[config.mk]
export PLATFORM = sky130hd
export DESIGN_NAME = sqsc_ts_pipe
export DESIGN_NICKNAME = d
export VERILOG_FILES = /design/src/rtl/sqsc_ts_pipe.sv
export SDC_FILE = /design/constraint.sdc
export NUM_CORES = 1
export LEC_CHECK = 0
export BUFFER_PORTS_ARGS = -buffer_cell sky130_fd_sc_hd__clkbuf_2
export CORE_MARGIN = 2
export CORE_UTILIZATION = 30
export CTS_CLUSTER_SIZE = 8
export DETAILED_ROUTE_END_ITERATION = 16
export PLACE_DENSITY_LB_ADDON = 0.25
export SLEW_MARGIN = 0
export SYNTH_ARGS = -nofsm -noshare
export SYNTH_HDL_FRONTEND = slang
export SYNTH_SLANG_ARGS = --single-unit
[constraint.sdc]
create_clock -name CLK -period 3.9 [get_ports CLK]
set_input_delay 0.195 -clock CLK [delete_from_list [all_inputs] [get_ports CLK]]
set_output_delay 0.195 -clock CLK [all_outputs]
set_load 0.1 [all_outputs]
[src/rtl/sqsc_ts_pipe.sv]
// rtl/sqsc_ts_pipe.sv - masked multi-lane GF(2^4) square-scale with DEPTH-stage valid/ready pipeline
// Optional share refresh: SQSC_MASK_REFRESH_EN
module sqsc_ts_pipe #(
  parameter int SHARES = 2,
  parameter int LANES  = 1,
  parameter int DEPTH  = 1,
  parameter int CNT_W  = 16
) (
  input  logic                         CLK,
  input  logic                         RSTn,
  input  logic                         in_valid,
  output logic                         in_ready,
  input  logic                         in_mode,
  input  logic [SHARES*LANES*4-1:0]    in_data,
  output logic                         out_valid,
  input  logic                         out_ready,
  output logic [SHARES*LANES*4-1:0]    out_data,
`ifdef SQSC_MASK_REFRESH_EN
  input  logic [(SHARES-1)*LANES*4-1:0] rnd,
`endif
  output logic [CNT_W-1:0]             done_cnt
);

  localparam int W = SHARES * LANES * 4;

  function automatic logic [3:0] sq_scale(input logic [3:0] x);
    return {x[2] ^ x[0], x[3] ^ x[1], x[1] ^ x[0], x[0]};
  endfunction

  logic [W-1:0]     stage_in;
  logic [DEPTH-1:0] v;
  logic [DEPTH-1:0] load;
  logic [W-1:0]     data [DEPTH];
  logic             rdy_en;

  // f is linear, so each share nibble is transformed on its own and never combined
  always_comb begin
    stage_in = '0;
    for (int s = 0; s < SHARES; s++) begin
      for (int l = 0; l < LANES; l++) begin
        if (in_mode)
          stage_in[(s*LANES+l)*4 +: 4] = in_data[(s*LANES+l)*4 +: 4];
        else
          stage_in[(s*LANES+l)*4 +: 4] = sq_scale(in_data[(s*LANES+l)*4 +: 4]);
      end
    end
`ifdef SQSC_MASK_REFRESH_EN
    for (int l = 0; l < LANES; l++) begin
      logic [3:0] acc;
      acc = '0;
      for (int s = 0; s < SHARES-1; s++) begin
        stage_in[(s*LANES+l)*4 +: 4] = stage_in[(s*LANES+l)*4 +: 4] ^ rnd[(s*LANES+l)*4 +: 4];
        acc = acc ^ rnd[(s*LANES+l)*4 +: 4];
      end
      stage_in[((SHARES-1)*LANES+l)*4 +: 4] = stage_in[((SHARES-1)*LANES+l)*4 +: 4] ^ acc;
    end
`endif
  end

  // A stage may load unless it and every stage after it is full while the sink stalls.
  always_comb begin
    load = '0;
    for (int k = 0; k < DEPTH; k++) begin
      logic tail_full;
      tail_full = 1'b1;
      for (int j = k; j < DEPTH; j++)
        tail_full = tail_full & v[j];
      load[k] = out_ready | ~tail_full;
    end
  end

  assign in_ready  = load[0] & rdy_en;
  assign out_valid = v[DEPTH-1];
  assign out_data  = data[DEPTH-1];

  always_ff @(posedge CLK or negedge RSTn) begin
    if (!RSTn)
      rdy_en <= 1'b0;
    else
      rdy_en <= 1'b1;
  end

  for (genvar k = 0; k < DEPTH; k++) begin : g_stage
    if (k == 0) begin : g_first
      always_ff @(posedge CLK or negedge RSTn) begin
        if (!RSTn) begin
          v[0]    <= 1'b0;
          data[0] <= '0;
        end else if (load[0]) begin
          v[0] <= in_valid & rdy_en;
          if (in_valid && rdy_en)
            data[0] <= stage_in;
        end
      end
    end else begin : g_rest
      always_ff @(posedge CLK or negedge RSTn) begin
        if (!RSTn) begin
          v[k]    <= 1'b0;
          data[k] <= '0;
        end else if (load[k]) begin
          v[k] <= v[k-1];
          if (v[k-1])
            data[k] <= data[k-1];
        end
      end
    end
  end

  always_ff @(posedge CLK or negedge RSTn) begin
    if (!RSTn)
      done_cnt <= '0;
    else if (out_valid && out_ready)
      done_cnt <= done_cnt + 1'b1;
  end

endmodule

==> run_results.csv <==
group,metric,value,unit
layout,seqCellArea,650.6,µm²
grt,grt_pass1_wl,3663,µm
floorplanning,initial_utilization,31.65,%
synthesis,ys_warn_count,0,
worst_setup_path,critPathLaunch,"out_valid",
sta,fin_crit,1579,ps
worst_setup_path,r2r_end,"out_data[4]",
grt,grtUsageTotal,10.77,%
worst_setup_path,crit_path_start_kind,"flop",
drt,drt-pass1-iter-count,5,
floorplanning,io_pins,39,
worst_setup_path,max_stage_delay,440,ps
sta,fmax,633.2,MHz
synthesis,synth-seq-cells,26,
sta,worst-slew-pin-transition,630.1,ps
drt,vias,857,
drt,antenna_left,0,
clock_tree,cts_resized,0,
sta,slew_viol_final,0,
worst_setup_path,worst-path-stages,3,
clock_tree,ctsHoldBuffers,1,
clock_tree,post-cts-setup-buffers,0,
synthesis,synthTopCellsByArea,"dfrtp_1 (55%), xnor2_1 (11%), xor2_1 (4.5%), nand2_1 (3.8%), mux2_2 (2.9%)",
synthesis,synth-edff-count,0,
clock_tree,cts_htree_levels,1,
min_path,worstHoldStart,"in_data[0]",
worst_setup_path,crit_type,"flop to primary output",
worst_setup_path,r2r_cells,3,
sta,timing.setup.tns,0,ps
job,maxCapViolCount,0,
grt,grt_max_degree,27,
grt,grt-ovfl-total,0,
synthesis,synthCells,105,
clock_tree,cts_buffers,3,
worst_setup_path,critPathTopFamily,"buffers and inverters",
worst_setup_path,crit_slowest_cell,"clkbuf_2",
worst_setup_path,worstPathArrival,1380,ps
drt,wl,2099,µm
sta,setup_viol,0,
sta,max-slew-margin-rel,57.99,%
synthesis,synth_fp_nets,119,
clock_tree,cts-root-buf,"clkbuf_8",
grt,grt_pass1_vias,827,
floorplanning,core-area,3716,µm²
drt,drt_iter0_drc,52,
placement,dp_slack,2485,ps
sta,fin_skew,4.348,ps
synthesis,async_reset_ff_share,100.0,%
floorplanning,die-area,4438,µm²
clock_tree,clk_latency,260,ps
clock_tree,clkTransAtPathRegs,90,ps
synthesis,yosysMostFrequentCell,"dfrtp_1",
synthesis,syn-cell-area,1176,µm²
placement,port_buffers,38,
worst_setup_path,reg2reg_slack,2470,ps
grt,antenna_found_initial,0,
synthesis,synth_cell_type_count,24,
worst_setup_path,crit_buf_inv,1,
synthesis,yosysTopAreaCell,"dfrtp_1",
worst_setup_path,crit_end,"in_ready",
placement,dp_hpwl,1644,µm
pwr,vdd_drop_max,258.2,µV
layout,multi_input_comb_area,514.2,µm²
drt,wire_per_inst,10.82,µm
worst_setup_path,crit_path_max_fanout,5,
layout,nets,161,
clock_tree,cts.path.max_buffers,2,
sta,hold_violations,0,
placement,place.gp.congestion,0.7386,
synthesis,synth.top_cell.area_share,55.32,%
drt,viasPerCell,4.418,
pwr,cellLeakagePower,0.7617,nW
layout,drive_above_1_share,33.56,%
drt,drc,0,
sta,fin_crit_sh,40.49,%
floorplanning,num_rows,22,
floorplanning,dieWidth,66.62,µm
run_status,outcome,"finished, final reports clean",
sta,rsz0062_at_grt,"no",
floorplanning,dieHeight,66.62,µm
clock_tree,cts_num_sinks,26,
sta,worst_slack,2321,ps
pwr,powerDensity,660.0,nW/µm²
synthesis,ys_seq_area_share,55.32,%
layout,filler_cell_count,386,
layout,syn2layout_area_growth,27.55,%
synthesis,syn_area_per_cell,11.20,µm²
worst_setup_path,worstPathCellList,"nand2b_1, and2_1, clkbuf_2",
min_path,hold_path_class,"primary input to flop",
synthesis,netlist_top_cells_count,"dfrtp_1 (26), xnor2_1 (15), nand2_1 (12), nor2_1 (8), xor2_1 (6)",
worst_setup_path,required,3700,ps
layout,n_antenna_cell,0,
synthesis,synth_flop_cell,"dfrtp_1",
worst_setup_path,rr_startpoint,"out_valid",
worst_setup_path,worstSetupEndpointType,"primary output",
clock_tree,cts_tree,"built",
area by class of cell:
| cell class | instances | share of cell area, % |
|---|---|---|
| Clock buffer | 3 | 2.752 |
| Sequential cell | 26 | 43.37 |
| Timing Repair Buffer | 39 | 13.34 |
| Multi-Input combinational cell | 76 | 34.28 |
| Tap cell | 48 | 4.003 |
| Inverter | 1 | 0.2502 |
| Clock inverter | 1 | 2.002 |
metal layers:
layer	global-route usage, %	part of all wire (%)	vias to the layer above
li1	-	-	433
met2	16.88	47	27
met3	2.365	6.7	2
met5	0	0	-
met1	14.57	45	395
met4	3.827	0.67	0
stage by stage:
stage / area [µm²] / total power, mW / util (%) / cells / hold slack (ps)
after global routing: 1500 / 1.038 / 40.37 / 194 / 196.9
after CTS: 1500 / 1.003 / 40.37 / 194 / 195.2
final: 1500 / 0.9901 / 40.37 / 194 / 197.2
after detailed placement: 1419 / 0.7816 / 38.18 / 189 / 256.7
after global placement: 1419 / 0.7777 / 38.18 / 189 / 246.3
after floorplan: 1176 / 0.7083 / - / 105 / -100.6
sequential cells by signal, summed over array words and instances (netlist names):
name,flops
done_cnt,16
rdy_en,1
out_valid,1
out_data,8
placed cells by master (no fill, tap or decap), types with 2 or more instances in the layout:
master	count
a21oi_1	4
and3_1	2
clkbuf_2	38
clkbuf_8	3
dfrtp_1	26
mux2_2	3
nand2_1	12
nand3_1	5
nand4_1	4
nor2_1	8
nor2b_1	2
o21ai_0	5
xnor2_1	15
xor2_1	6
logic make-up (layout without fill, tap and decap cells):
logic type	Yosys count	in the layout	share of synthesized area, %
buf+inv	3	44	0.9574
simple gates	40	40	19.57
flops	26	26	55.32
fa+ha+maj	1	1	1.064
other cells	1	1	0.3188
compound gates	10	10	4.255
mux	3	3	2.872
xor+xnor	21	21	15.64
how the worst min path moves through the flow:
stage / endpoint / cells after the start / slack, ps
2_1_floorplan: done_cnt[0] / 0 / -100
3_5_place_dp: done_cnt[3] / 1 / 260
6_report: out_data[0] / 2 / 200
4_1_cts: out_data[0] / 2 / 200
5_1_grt: out_data[0] / 2 / 200
3_3_place_gp: done_cnt[5] / 1 / 250
where the power goes:
group	switching, mW	internal (mW)
Clock	0.0801	0.137
Sequential	0.0461	0.309
Combinational	0.352	0.0658
Total	0.478	0.512
No activity file was read; power rests on OpenSTA's default activity.
